===== config.mk =====
export PLATFORM = sky130hd
export DESIGN_NAME = pad_skid_slice_flat
export DESIGN_NICKNAME = d
export VERILOG_FILES = /design/src/rtl/pad_skid_slice_pkg.sv /design/src/rtl/pad_skid_slice_if.sv /design/src/rtl/pad_skid_slice_ch.sv /design/src/rtl/pad_skid_slice.sv /design/src/flat_wrapper.sv
export SDC_FILE = /design/constraint.sdc
export NUM_CORES = 1
export LEC_CHECK = 0
export ABC_CLOCK_PERIOD_IN_PS = 1530
export CELL_PAD_IN_SITES_DETAIL_PLACEMENT = 0
export CELL_PAD_IN_SITES_GLOBAL_PLACEMENT = 2
export CORE_MARGIN = 4
export CORE_UTILIZATION = 30
export CTS_CLUSTER_DIAMETER = 120
export CTS_CLUSTER_SIZE = 25
export DETAILED_ROUTE_END_ITERATION = 7
export PLACE_DENSITY_LB_ADDON = 0.1
export SETUP_SLACK_MARGIN = 0.2
export SYNTH_ARGS = -nofsm -noshare
export SYNTH_HDL_FRONTEND = slang
export SYNTH_SLANG_ARGS = --single-unit

===== constraint.sdc =====
create_clock -name clk -period 1.53 [get_ports clk]
set_input_delay 0.3825 -clock clk [delete_from_list [all_inputs] [get_ports clk]]
set_output_delay 0.3825 -clock clk [all_outputs]
set_load 0.01 [all_outputs]

===== src/rtl/pad_skid_slice_pkg.sv =====
`default_nettype none
// ============================================================================
// Package   : pad_skid_pkg
// Purpose   : Shared types and the width-extension helper used by the
//             pad_skid_slice register slice.
// Contents  : ext_mode_e   - per-channel fill mode (zero / sign)
//             skid_state_e - per-channel occupancy view for assertions only
//             pad_extend() - fills bits above in_w with 0 or the data MSB
// Revision  : 1.0 - initial release
// ============================================================================
package pad_skid_pkg;

  // Widest extended word the helper supports; callers cast the result down.
  localparam int MAX_W = 64;

  typedef enum logic {
    EXT_ZERO = 1'b0,
    EXT_SIGN = 1'b1
  } ext_mode_e;

  typedef enum logic [1:0] {
    EMPTY = 2'd0,
    ONE   = 2'd1,
    FULL  = 2'd2
  } skid_state_e;

  // The caller passes its IN_W localparam as in_w and casts the result to its
  // own OUT_W, so one function serves every width combination.
  function automatic logic [MAX_W-1:0] pad_extend(
    input logic [MAX_W-1:0] data,
    input int               in_w,
    input ext_mode_e        mode
  );
    logic             msb;
    logic [MAX_W-1:0] res;
    msb = 1'b0;
    for (int i = 0; i < MAX_W; i++) begin
      if (i == in_w - 1) msb = data[i];
    end
    for (int i = 0; i < MAX_W; i++) begin
      res[i] = (i < in_w) ? data[i] : ((mode == EXT_SIGN) && msb);
    end
    return res;
  endfunction

endpackage
`default_nettype wire


===== src/rtl/pad_skid_slice_if.sv =====
`default_nettype none
// ============================================================================
// Interface : pad_skid_slice_if
// Purpose   : Groups the flat multi-channel handshake buses of pad_skid_slice.
// Signals   : in_valid/in_ready/in_data/in_sext  - producer side
//             out_valid/out_ready/out_data       - consumer side
//             out_par (PAD_SKID_SLICE_PARITY_EN) - per-channel word parity
// Modports  : master - environment (drives inputs, consumes outputs)
//             slave  - the slice itself
// Revision  : 1.0 - initial release
// ============================================================================
interface pad_skid_slice_if #(
  parameter int NUM_CH = 4,
  parameter int IN_W   = 2,
  parameter int PAD_W  = 1
);
  localparam int OUT_W = IN_W + PAD_W;

  logic [NUM_CH-1:0]       in_valid;
  logic [NUM_CH-1:0]       in_ready;
  logic [NUM_CH*IN_W-1:0]  in_data;
  logic [NUM_CH-1:0]       in_sext;
  logic [NUM_CH-1:0]       out_valid;
  logic [NUM_CH-1:0]       out_ready;
  logic [NUM_CH*OUT_W-1:0] out_data;
`ifdef PAD_SKID_SLICE_PARITY_EN
  logic [NUM_CH-1:0]       out_par;

  modport master (output in_valid, in_data, in_sext, out_ready,
                  input  in_ready, out_valid, out_data, out_par);
  modport slave  (input  in_valid, in_data, in_sext, out_ready,
                  output in_ready, out_valid, out_data, out_par);
`else
  modport master (output in_valid, in_data, in_sext, out_ready,
                  input  in_ready, out_valid, out_data);
  modport slave  (input  in_valid, in_data, in_sext, out_ready,
                  output in_ready, out_valid, out_data);
`endif

endinterface
`default_nettype wire


===== src/rtl/pad_skid_slice_ch.sv =====
`default_nettype none
// ============================================================================
// Module    : pad_skid_ch
// Purpose   : Single-channel two-entry skid stage. Extends each accepted word
//             to OUT_W bits (zero or sign fill) and stores it already extended.
// Ports     : clk, rst_n           - clock, async active-low reset
//             i_valid/o_ready      - input handshake (o_ready = !skid valid)
//             i_data, i_sext       - input word and its fill mode
//             o_valid/i_ready      - output handshake
//             o_data               - extended word from the main register
//             o_par                - XOR of o_data (PAD_SKID_SLICE_PARITY_EN)
// Revision  : 1.0 - initial release
// ============================================================================
module pad_skid_ch
  import pad_skid_pkg::*;
#(
  parameter int IN_W  = 2,
  parameter int PAD_W = 1
) (
  input  wire logic             clk,
  input  wire logic             rst_n,
  input  wire logic             i_valid,
  output logic                  o_ready,
  input  wire logic [IN_W-1:0]  i_data,
  input  wire logic             i_sext,
  output logic                  o_valid,
  input  wire logic             i_ready,
`ifdef PAD_SKID_SLICE_PARITY_EN
  output logic                  o_par,
`endif
  output logic [IN_W+PAD_W-1:0] o_data
);
  localparam int OUT_W = IN_W + PAD_W;
`ifdef PAD_SKID_SLICE_PARITY_EN
  localparam int STORE_W = OUT_W + 1;  // parity rides in the top bit
`else
  localparam int STORE_W = OUT_W;
`endif

  logic [OUT_W-1:0]   w_ext;
  logic [STORE_W-1:0] w_word;
  logic               w_acc;
  logic               w_pop;

  logic               r_mvalid;
  logic               r_svalid;
  logic [STORE_W-1:0] r_mdata;
  logic [STORE_W-1:0] r_sdata;

  assign w_ext = OUT_W'(pad_extend(MAX_W'(i_data), IN_W, ext_mode_e'(i_sext)));
`ifdef PAD_SKID_SLICE_PARITY_EN
  assign w_word = {^w_ext, w_ext};
`else
  assign w_word = w_ext;
`endif

  assign w_acc = i_valid & ~r_svalid;
  assign w_pop = r_mvalid & i_ready;

  always_ff @(posedge clk or negedge rst_n) begin
    if (!rst_n) begin
      r_mvalid <= 1'b0;
      r_svalid <= 1'b0;
      r_mdata  <= '0;
      r_sdata  <= '0;
    end else if (r_svalid) begin
      // FULL: no accept possible, only drain skid into main.
      if (w_pop) begin
        r_mdata  <= r_sdata;
        r_svalid <= 1'b0;
      end
    end else if (r_mvalid) begin
      if (w_acc && w_pop) begin
        r_mdata <= w_word;
      end else if (w_acc) begin
        r_sdata  <= w_word;
        r_svalid <= 1'b1;
      end else if (w_pop) begin
        r_mvalid <= 1'b0;
      end
    end else if (w_acc) begin
      r_mdata  <= w_word;
      r_mvalid <= 1'b1;
    end
  end

  assign o_ready = ~r_svalid;
  assign o_valid = r_mvalid;
  assign o_data  = r_mdata[OUT_W-1:0];
`ifdef PAD_SKID_SLICE_PARITY_EN
  assign o_par   = r_mdata[OUT_W];
`endif

  skid_state_e w_state;
  always_comb begin
    w_state = EMPTY;
    if (r_mvalid && r_svalid) w_state = FULL;
    else if (r_mvalid)        w_state = ONE;
  end

  a_skid_needs_main: assert property (@(posedge clk) disable iff (!rst_n)
                                      r_svalid |-> r_mvalid);
  a_no_accept_full:  assert property (@(posedge clk) disable iff (!rst_n)
                                      (w_state == FULL) |-> !w_acc);

endmodule
`default_nettype wire


===== src/rtl/pad_skid_slice.sv =====
`default_nettype none
// ============================================================================
// Module    : pad_skid_slice
// Purpose   : NUM_CH independent width-extending register slices. Each channel
//             prepends PAD_W zero- or sign-fill bits to its IN_W-bit word and
//             adds one registered stage with a skid buffer (full throughput).
// Ports     : clk    - clock
//             rst_n  - asynchronous active-low reset
//             bus    - pad_skid_slice_if.slave (flat buses, channel 0 in LSBs)
// Macro     : PAD_SKID_SLICE_PARITY_EN adds bus.out_par, the per-channel XOR
//             of the extended word, timed identically to out_data.
// Revision  : 1.0 - initial release
// ============================================================================
module pad_skid_slice #(
  parameter int NUM_CH = 4,
  parameter int IN_W   = 2,
  parameter int PAD_W  = 1
) (
  input wire logic         clk,
  input wire logic         rst_n,
  pad_skid_slice_if.slave  bus
);
  localparam int OUT_W = IN_W + PAD_W;

  logic [NUM_CH-1:0]       w_in_ready;
  logic [NUM_CH-1:0]       w_out_valid;
  logic [NUM_CH*OUT_W-1:0] w_out_data;
`ifdef PAD_SKID_SLICE_PARITY_EN
  logic [NUM_CH-1:0]       w_out_par;
`endif

  for (genvar g = 0; g < NUM_CH; g++) begin : g_ch
    pad_skid_ch #(
      .IN_W  (IN_W),
      .PAD_W (PAD_W)
    ) u_ch (
      .clk     (clk),
      .rst_n   (rst_n),
      .i_valid (bus.in_valid[g]),
      .o_ready (w_in_ready[g]),
      .i_data  (bus.in_data[g*IN_W +: IN_W]),
      .i_sext  (bus.in_sext[g]),
      .o_valid (w_out_valid[g]),
      .i_ready (bus.out_ready[g]),
`ifdef PAD_SKID_SLICE_PARITY_EN
      .o_par   (w_out_par[g]),
`endif
      .o_data  (w_out_data[g*OUT_W +: OUT_W])
    );
  end

  assign bus.in_ready  = w_in_ready;
  assign bus.out_valid = w_out_valid;
  assign bus.out_data  = w_out_data;
`ifdef PAD_SKID_SLICE_PARITY_EN
  assign bus.out_par   = w_out_par;
`endif

endmodule
`default_nettype wire

===== src/flat_wrapper.sv =====
// flat-port wrapper written by rule: the top's interface ports become plain ports
module pad_skid_slice_flat 
#(
  parameter int NUM_CH = 4,
  parameter int IN_W   = 2,
  parameter int PAD_W  = 1
)
  (clk, rst_n, bus_in_valid, bus_in_data, bus_in_sext, bus_out_ready, bus_in_ready, bus_out_valid, bus_out_data);
  pad_skid_slice_if #(.NUM_CH(NUM_CH), .IN_W(IN_W), .PAD_W(PAD_W)) bus_i ();
  input wire logic clk;
  input wire logic rst_n;
  input wire logic [$bits(bus_i.in_valid)-1:0] bus_in_valid;
  input wire logic [$bits(bus_i.in_data)-1:0] bus_in_data;
  input wire logic [$bits(bus_i.in_sext)-1:0] bus_in_sext;
  input wire logic [$bits(bus_i.out_ready)-1:0] bus_out_ready;
  output wire logic [$bits(bus_i.in_ready)-1:0] bus_in_ready;
  output wire logic [$bits(bus_i.out_valid)-1:0] bus_out_valid;
  output wire logic [$bits(bus_i.out_data)-1:0] bus_out_data;
  assign bus_i.in_valid = bus_in_valid;
  assign bus_i.in_data = bus_in_data;
  assign bus_i.in_sext = bus_in_sext;
  assign bus_i.out_ready = bus_out_ready;
  assign bus_in_ready = bus_i.in_ready;
  assign bus_out_valid = bus_i.out_valid;
  assign bus_out_data = bus_i.out_data;
  pad_skid_slice #(.NUM_CH(NUM_CH), .IN_W(IN_W), .PAD_W(PAD_W)) u_core (.clk(clk), .rst_n(rst_n), .bus(bus_i));
endmodule

==> impl_table.tex, run 1 <==
\begin{tabular}{lr}
\hline
Metric & Value \\
\hline
\multicolumn{2}{l}{\textbf{Outcome}} \\
Status & completed \\
\multicolumn{2}{l}{\textbf{Logic synthesis}} \\
FFs w/ async S/R, synth & 100\% \\
Post-Syn Area & 1570 sq um \\
YS warnings & 0 \\
Fraction of the yosys area taken by sequential cells & between 50\% and 60\% \\
Top cells by area in the synthesized netlist & sky130\_fd\_sc\_hd\_\_dfrtp\_1 51\%, sky130\_fd\_sc\_hd\_\_mux2\_2 21\%, sky130\_fd\_sc\_hd\_\_buf\_4 4.3\% \\
Register bit total from synthesis & 32 \\
Prevailing post-synth register cell & sky130\_fd\_sc\_hd\_\_dfrtp\_1 \\
Average cell area after synthesis & between 10 and 15 sq um \\
Post-synth net total & $\sim$160 \\
Area share of the leading cell type in the synthesized netlist & between 50\% and 60\% \\
Count of mapped cells out of synthesis & $\sim$130 \\
Number of enable-type register cells in the synthesized netlist & 0 \\
Area leader, netlist & sky130\_fd\_sc\_hd\_\_dfrtp\_1 \\
Number of library cell types mapped by synthesis & 22 \\
\multicolumn{2}{l}{\textbf{Timing}} \\
Post-route fraction of the period consumed by the critical path & between 80 and 90\% \\
Number of slew-limit violations in the final report & 0 \\
Post-layout minimum cycle time & approximately 1.4 ns \\
Worst hold slack & around 0.44 ns \\
Slew @ Worst Pin & 0.288 ns \\
Final number of hold-violating endpoints & 0 \\
Setup-failing EPs final & 0 \\
Headroom to the max-slew limit & between 80\% and 90\% \\
Unrepaired setup endpoints after global routing & yes \\
Maximum achievable frequency & between 0.7 and 0.8 GHz \\
Worst-case clock skew & roughly 0.0032 ns \\
\multicolumn{2}{l}{\textbf{Final layout}} \\
Area Growth Syn to Fin & 54.1\% \\
Count of antenna diodes in the layout & 0 \\
Final cell area excluding filler cells & roughly 2400 sq um \\
Share of final-layout standard cells stronger than drive strength 1 & between 40 and 50\% \\
Nets@finish & between 200 and 250 \\
Most common cell after layout, fill and taps aside & sky130\_fd\_sc\_hd\_\_dfrtp\_1 \\
Leading cell types in the layout, fill and taps excluded & 28 x sky130\_fd\_sc\_hd\_\_dfrtp\_1, 20 x sky130\_fd\_sc\_hd\_\_buf\_4, 18 x sky130\_fd\_sc\_hd\_\_mux2\_4 \\
Util after Layout & between 40 and 50\% \\
\multicolumn{2}{l}{\textbf{Critical path}} \\
R2R Path End & u\_core.g\_ch[2].u\_ch.o\_data[2]\$\_DFFE\_PN0P\_ \\
Number of buffer and inverter stages on the critical path & 1 \\
CP Depth & 4 \\
Depth of the most critical reg-to-reg path & 4 \\
Setup crit start kind & flip-flop \\
Origin of the critical flop-to-flop path & u\_core.g\_ch[2].u\_ch.o\_valid\$\_DFFE\_PN0N\_ \\
Worst-path cell with the longest stage delay & sky130\_fd\_sc\_hd\_\_dfrtp\_1 \\
Highest fanout seen on the critical path & 3 \\
Crit path capture type & flip-flop \\
Worst EP required & roughly 1.7 ns \\
Register-to-register setup slack & 0.16 ns \\
Start-to-end type of the worst setup path & flip-flop to flip-flop \\
Crit-path cells & buf\_6, or2\_4, a22oi\_4, mux2\_4 \\
Critical Path AT & roughly 1.5 ns \\
Top cell family by delay on the critical path & flip-flops \\
Delay of the slowest cell on the worst path & about 0.4 ns \\
\multicolumn{2}{l}{\textbf{Min path}} \\
Hold path endpoint & u\_core.g\_ch[2].u\_ch.r\_svalid\$\_DFF\_PN0\_ \\
Class of the tightest hold or removal check & input pin to flip-flop \\
Critical hold path startpoint & bus\_out\_ready[2] \\
Hold depth & 3 \\
\multicolumn{2}{l}{\textbf{Clock tree}} \\
Clock slew at the register clock pins of the worst setup and hold paths & 0.06 ns \\
CTS tree & yes \\
Clock root buffer master & sky130\_fd\_sc\_hd\_\_clkbuf\_8 \\
Number of levels in the clock H-tree & 2 \\
Clock sink count & 32 \\
Buffer depth of the longest clock path & 2 \\
CTS Buf Count & 5 \\
Clock insertion delay at the later pin of the skew report & 0.28 ns \\
\multicolumn{2}{l}{\textbf{Global route}} \\
Via count of the first global-routing pass & roughly 1300 \\
Number of antenna violations at the first check in global routing & 0 \\
Maximum number of pins on one net before global-route repair & 33 \\
Wire length of the first global-routing pass & $\sim$6000 microns \\
Aggregate global-route resource usage & 12.0\% \\
GRT overflow & 0 \\
\multicolumn{2}{l}{\textbf{Placement}} \\
Half-perimeter wire length of the detailed placement result & 2400 microns \\
Final Wtd Congestion & 0.742 \\
Number of I/O port buffers & a little over 40 \\
Placed cell area & $\sim$2100 sq um \\
\multicolumn{2}{l}{\textbf{Route}} \\
Drt first pass iters & 4 \\
Sum of routed wire length over all layers & 3640 microns \\
Number of routed nets with antenna violations & 0 \\
Final routed wire length divided by cell count & roughly 13 microns \\
First-iteration detailed-routing DRC count & 18 \\
Via Count & about 1200 \\
DRC & 0 \\
Vias per std cell & 4.48 \\
\multicolumn{2}{l}{\textbf{Power}} \\
IR Drop Worst-Case VDD & 0.745 mV \\
Pwr/cell area & 1940 nW/um\^{}2 \\
Leakage power & about 1.1 nW \\
\multicolumn{2}{l}{\textbf{Floorplan}} \\
Number of placed I/O pins & 42 \\
FP Rows & 26 \\
Initial cell density of the core & just over 30\% \\
Die outline height & roughly 80 microns \\
Die width & about 80 microns \\
Core Area & a little over 5000 sq um \\
Total die area & $\sim$6500 sq um \\
\multicolumn{2}{l}{\textbf{Job}} \\
Max-cap viol count & 0 \\
\hline
\end{tabular}
final cells by class:
class	count	area, sq um
Clock buffer	8	90.1
Fill cell	501	2690
Inverter	13	48.8
Multi-Input combinational cell	76	732
Sequential cell	32	806
Tap cell	70	87.6
Timing Repair Buffer	72	658
metal layers:
metal	part of all wire, %	up-vias	wire, microns	track usage, %
met5	0	-	0	0
met4	0.74	0	27	3.72
met3	5.9	5	215	4.26
met2	50	30	1820	20.6
met1	43	595	1570	14.0
li1	-	583	-	-
metrics by stage:
step                      TNS (ns)  setup slack (ns)  instances  power (mW)
after floorplan                  0             0.192        133        2.77
after global placement       -2.98            -0.162        247        3.45
after detailed placement     -3.31            -0.176        247        3.52
after CTS                        0            0.0823        269        4.58
after global routing             0             0.122        271        5.03
final                            0             0.161        271        4.69
worst min-delay path, stage by stage:
cell                             delay, ns
sky130_fd_sc_hd__dlymetal6s2s_1       0.13
sky130_fd_sc_hd__buf_4                0.13
sky130_fd_sc_hd__a21oi_1              0.05
cells in the mapped netlist (2+ instances only):
cell type / instances
sky130_fd_sc_hd__and4bb_2: 2
sky130_fd_sc_hd__buf_4: 9
sky130_fd_sc_hd__mux2_2: 30
sky130_fd_sc_hd__buf_6: 2
sky130_fd_sc_hd__a22oi_1: 2
sky130_fd_sc_hd__a21oi_2: 2
sky130_fd_sc_hd__dfrtp_1: 32
sky130_fd_sc_hd__mux2i_1: 3
sky130_fd_sc_hd__o21ai_0: 11
sky130_fd_sc_hd__inv_1: 13
sky130_fd_sc_hd__nand2_1: 11
sky130_fd_sc_hd__a21oi_1: 5
sky130_fd_sc_hd__nand3_1: 2
flip-flops by register name, summed over array words and instances (netlist names):
signal and count:
u_core.g_ch.u_ch.o_valid 4, u_core.g_ch.u_ch.r_svalid 4, u_core.g_ch.u_ch.r_sdata 12, u_core.g_ch.u_ch.o_data 12
what timing repair did:
action | CTS | global route
setup buffers | 14 | 2
gates resized for setup | 74 | 33
pin swaps | 7 | 7
hold buffers | 0 | 0
endpoints found under the setup margin | 42 | 34
power by group:
part	leakage (nW)	internal [mW]	total (mW)	switching, mW
sequential	0.384	1.27	1.53	0.266
clock	0.0455	0.366	0.656	0.290
combinational	0.717	1.56	2.50	0.943
kinds of logic (layout without fill, tap and decap cells):
kind of cell,count (synthesis),count (layout),share of synthesized area (%)
muxes,33,33,23.4
DFF,32,32,51.0
buffers and inverters,25,93,9.16
AOI/OAI and AO/OA,22,22,9.08
and+or+nand+nor,21,21,7.40
worst max path at each step:
stage	slack (ns)	endpoint	startpoint
after floorplan	0.19	u_core.g_ch[1].u_ch.o_data[0]$_DFFE_PN0P_	u_core.g_ch[1].u_ch.r_svalid$_DFF_PN0_
after global placement	-0.16	u_core.g_ch[0].u_ch.r_sdata[1]$_DFFE_PN0P_	bus_in_valid[0]
after detailed placement	-0.18	u_core.g_ch[3].u_ch.r_sdata[0]$_DFFE_PN0P_	bus_in_valid[3]
after CTS	0.08	bus_in_ready[2]	u_core.g_ch[2].u_ch.r_svalid$_DFF_PN0_
after global routing	0.12	u_core.g_ch[2].u_ch.o_data[2]$_DFFE_PN0P_	u_core.g_ch[2].u_ch.o_valid$_DFFE_PN0N_
final	0.16	u_core.g_ch[2].u_ch.o_data[2]$_DFFE_PN0P_	u_core.g_ch[2].u_ch.o_valid$_DFFE_PN0N_
Note: power is estimated with default switching activity, not from simulation.
==> inputs of run 2 (changes only) <==
--- a/config.mk
+++ b/config.mk
@@ -5,7 +5,7 @@
 export SDC_FILE = /design/constraint.sdc
 export NUM_CORES = 1
 export LEC_CHECK = 0
-export ABC_CLOCK_PERIOD_IN_PS = 1530
+export ABC_CLOCK_PERIOD_IN_PS = 1500
 export CELL_PAD_IN_SITES_DETAIL_PLACEMENT = 0
 export CELL_PAD_IN_SITES_GLOBAL_PLACEMENT = 2
 export CORE_MARGIN = 4
==> constraint.sdc (replaced) <==
create_clock -name clk -period 1.5 [get_ports clk]
set_input_delay 0.375 -clock clk [delete_from_list [all_inputs] [get_ports clk]]
set_output_delay 0.375 -clock clk [all_outputs]
set_load 0.01 [all_outputs]
==> run 2 against run 1 <==
Utilization shrank 0.59 points. Maximum frequency shrank 1.0%. Clock power grew 2%. Largest power group unchanged. Count of clock-buffer cells in the layout is the same. Critical endpoint is now u_core.g_ch[1].u_ch.o_data[0]$_DFFE_PN0P_. Non-clock buffer count shrank 2.
==> impl_table.tex, run 2 (synthesis results as in run 1) <==
\begin{tabular}{lr}
\hline
Metric & Value \\
\hline
\multicolumn{2}{l}{\textbf{Critical path}} \\
Setup crit start kind & flip-flop (unchanged) \\
Worst EP required & 1.66 ns (was 1.69 ns) \\
Highest fanout seen on the critical path & 3 (unchanged) \\
Crit path capture type & flip-flop (unchanged) \\
Start-to-end type of the worst setup path & flip-flop to flip-flop (unchanged) \\
Critical Path AT & 1.54 ns (was 1.53 ns) \\
\multicolumn{2}{l}{\textbf{Floorplan}} \\
Total die area & 6460 sq um (unchanged) \\
FP Rows & 26 (unchanged) \\
Core Area & 5110 sq um (unchanged) \\
Number of placed I/O pins & 42 (unchanged) \\
Die width & 80.4 microns (unchanged) \\
Die outline height & 80.4 microns (unchanged) \\
Initial cell density of the core & 30.8\% (unchanged) \\
\multicolumn{2}{l}{\textbf{Timing}} \\
Total negative setup slack & 0 ns (unchanged) \\
Worst-case clock skew & 0.00766 ns (was 0.00320 ns) \\
Final number of hold-violating endpoints & 0 (unchanged) \\
Maximum achievable frequency & 0.723 GHz (was 0.730 GHz) \\
Post-route fraction of the period consumed by the critical path & 92.2\% (was 89.5\%) \\
Number of slew-limit violations in the final report & 0 (unchanged) \\
Headroom to the max-slew limit & 80.7\% (was 80.8\%) \\
Fin worst setup slack & 0.117 ns (was 0.161 ns) \\
Setup-failing EPs final & 0 (unchanged) \\
Post-layout minimum cycle time & 1.38 ns (was 1.37 ns) \\
Unrepaired setup endpoints after global routing & yes (unchanged) \\
Worst hold slack & 0.463 ns (was 0.443 ns) \\
Slew @ Worst Pin & 0.289 ns (was 0.288 ns) \\
\multicolumn{2}{l}{\textbf{Power}} \\
Register share of total power & 32.0\% (was 32.7\%) \\
Pwr/cell area & 2000 nW/um\^{}2 (was 1940 nW/um\^{}2) \\
Leakage power & 1.14 nW (was 1.15 nW) \\
Relative contribution of the clock network to total power & 13.9\% (was 14.0\%) \\
IR Drop Worst-Case VDD & 0.735 mV (was 0.745 mV) \\
Total net switching power & 1.54 mW (was 1.50 mW) \\
Combinational share of power & 54.0\% (was 53.3\%) \\
Net Sw Frac & 32.2\% (was 31.9\%) \\
Internal power consumption & 3.25 mW (was 3.19 mW) \\
\multicolumn{2}{l}{\textbf{Global route}} \\
Via count of the first global-routing pass & 1325 (was 1284) \\
Aggregate global-route resource usage & 11.8\% (was 12.0\%) \\
Wire length of the first global-routing pass & 5820 microns (was 6020 microns) \\
Maximum number of pins on one net before global-route repair & 33 (unchanged) \\
GRT overflow & 0 (unchanged) \\
Number of antenna violations at the first check in global routing & 0 (unchanged) \\
\multicolumn{2}{l}{\textbf{Placement}} \\
Cell total after placement & 244 (was 247) \\
Number of I/O port buffers & 41 (unchanged) \\
Half-perimeter wire length of the detailed placement result & 2340 microns (was 2400 microns) \\
Final Wtd Congestion & 0.688 (was 0.742) \\
Setup WS pre-CTS & -0.228 ns (was -0.176 ns) \\
\multicolumn{2}{l}{\textbf{Outcome}} \\
Status & completed (unchanged) \\
\multicolumn{2}{l}{\textbf{Clock tree}} \\
Clock sink count & 32 (unchanged) \\
Hold-fix buffers at CTS & 0 (unchanged) \\
Clock insertion delay at the later pin of the skew report & 0.28 ns (about the same) \\
Buffer depth of the longest clock path & 2 (unchanged) \\
Clock slew at the register clock pins of the worst setup and hold paths & 0.07 ns (was 0.06 ns) \\
CTS tree & yes (unchanged) \\
Number of levels in the clock H-tree & 2 (unchanged) \\
Clock root buffer master & sky130\_fd\_sc\_hd\_\_clkbuf\_8 (unchanged) \\
CTS Buf Count & 5 (unchanged) \\
\multicolumn{2}{l}{\textbf{Final layout}} \\
Util after Layout & 46.8\% (was 47.4\%) \\
Most common cell after layout, fill and taps aside & sky130\_fd\_sc\_hd\_\_dfrtp\_1 (unchanged) \\
Area Growth Syn to Fin & 52.2\% (was 54.1\%) \\
Leading cell types in the layout, fill and taps excluded & 32 x sky130\_fd\_sc\_hd\_\_dfrtp\_1, 20 x sky130\_fd\_sc\_hd\_\_mux2\_4, 18 x sky130\_fd\_sc\_hd\_\_buf\_4 (was 28 x sky130\_fd\_sc\_hd\_\_dfrtp\_1, 20 x sky130\_fd\_sc\_hd\_\_buf\_4, 18 x sky130\_fd\_sc\_hd\_\_mux2\_4) \\
Share of final-layout standard cells stronger than drive strength 1 & 49.7\% (was 46.8\%) \\
Nets@finish & 220 (was 222) \\
Count of antenna diodes in the layout & 0 (unchanged) \\
Number of cells in the finished layout apart from fillers & 269 (was 271) \\
\multicolumn{2}{l}{\textbf{Min path}} \\
Class of the tightest hold or removal check & input pin to async pin (was input pin to flip-flop) \\
\multicolumn{2}{l}{\textbf{Route}} \\
Via Count & 1187 (was 1213) \\
Drt first pass iters & 4 (unchanged) \\
DRC & 0 (unchanged) \\
Final routed wire length divided by cell count & 13.2 microns (was 13.4 microns) \\
Vias per std cell & 4.41 (was 4.48) \\
Number of routed nets with antenna violations & 0 (unchanged) \\
Sum of routed wire length over all layers & 3540 microns (was 3640 microns) \\
First-iteration detailed-routing DRC count & 34 (was 18) \\
\multicolumn{2}{l}{\textbf{Job}} \\
Max-cap viol count & 0 (unchanged) \\
\hline
\end{tabular}
## run 2: worst paths after layout
check                                                      startpoint                                    endpoint  slack [ns]  cells past startpoint
setup reg to reg              u_core.g_ch[1].u_ch.o_valid$_DFFE_PN0N_   u_core.g_ch[1].u_ch.o_data[0]$_DFFE_PN0P_        0.12                      4
min in group clk                                     bus_out_ready[1]      u_core.g_ch[1].u_ch.r_svalid$_DFF_PN0_        0.46                      3
hold reg to reg            u_core.g_ch[1].u_ch.r_sdata[1]$_DFFE_PN0P_  u_core.g_ch[1].u_ch.r_sdata[1]$_DFFE_PN0P_        0.51                      1
hold / removal                                                  rst_n     u_core.g_ch[3].u_ch.o_valid$_DFFE_PN0N_        0.46                      2
setup / recovery              u_core.g_ch[1].u_ch.o_valid$_DFFE_PN0N_   u_core.g_ch[1].u_ch.o_data[0]$_DFFE_PN0P_        0.12                      4
max in group asynchronous                                       rst_n  u_core.g_ch[2].u_ch.r_sdata[0]$_DFFE_PN0P_        0.86                      2
## run 2: final cells by class
cell class,instances,area [sq um]
Fill cell,493,2720
Sequential cell,32,801
Multi-Input combinational cell,76,751
Timing Repair Buffer,70,614
Clock buffer,8,90.1
Tap cell,70,87.6
Inverter,13,48.8
## run 2: layer usage
layer	share of wire (%)	routed length (microns)	up-vias	GRT usage [%]
met5	0	0	-	0
met4	1.8	63	0	6.08
met3	5.4	192	7	2.91
met2	53	1870	32	21.9
met1	40	1420	575	12.2
li1	-	-	573	-
## run 2: per-stage QoR
step / cell area [sq um] / power, mW
global route: 2390 / 5.10
global placement: 2080 / 3.52
CTS: 2380 / 4.77
finish: 2390 / 4.79
floorplan: 1580 / 2.85
detailed placement: 2080 / 3.57
## run 2: worst max-delay path: stages, from the launching register on
cell                      delay (ns)
sky130_fd_sc_hd__dfrtp_1        0.38
sky130_fd_sc_hd__buf_6          0.12
sky130_fd_sc_hd__or2_4          0.23
sky130_fd_sc_hd__a21oi_4        0.21
sky130_fd_sc_hd__mux2_4         0.32
## run 2: repair_timing
item | CTS | global route
setup endpoints to repair | 42 | 39
resized for setup | 87 | 25
setup buffers | 12 | 5
pin swaps | 8 | 5
hold endpoints to repair | 0 | 0
## run 2: power groups by stage
stage               Sequential, mW  Clock, mW  Combinational (mW)
global placement              1.56          0                1.96
finish                        1.54      0.668                2.59
CTS                           1.54      0.704                2.53
global route                  1.59      0.732                2.78
detailed placement            1.57          0                2.00
floorplan                     1.56          0                1.28
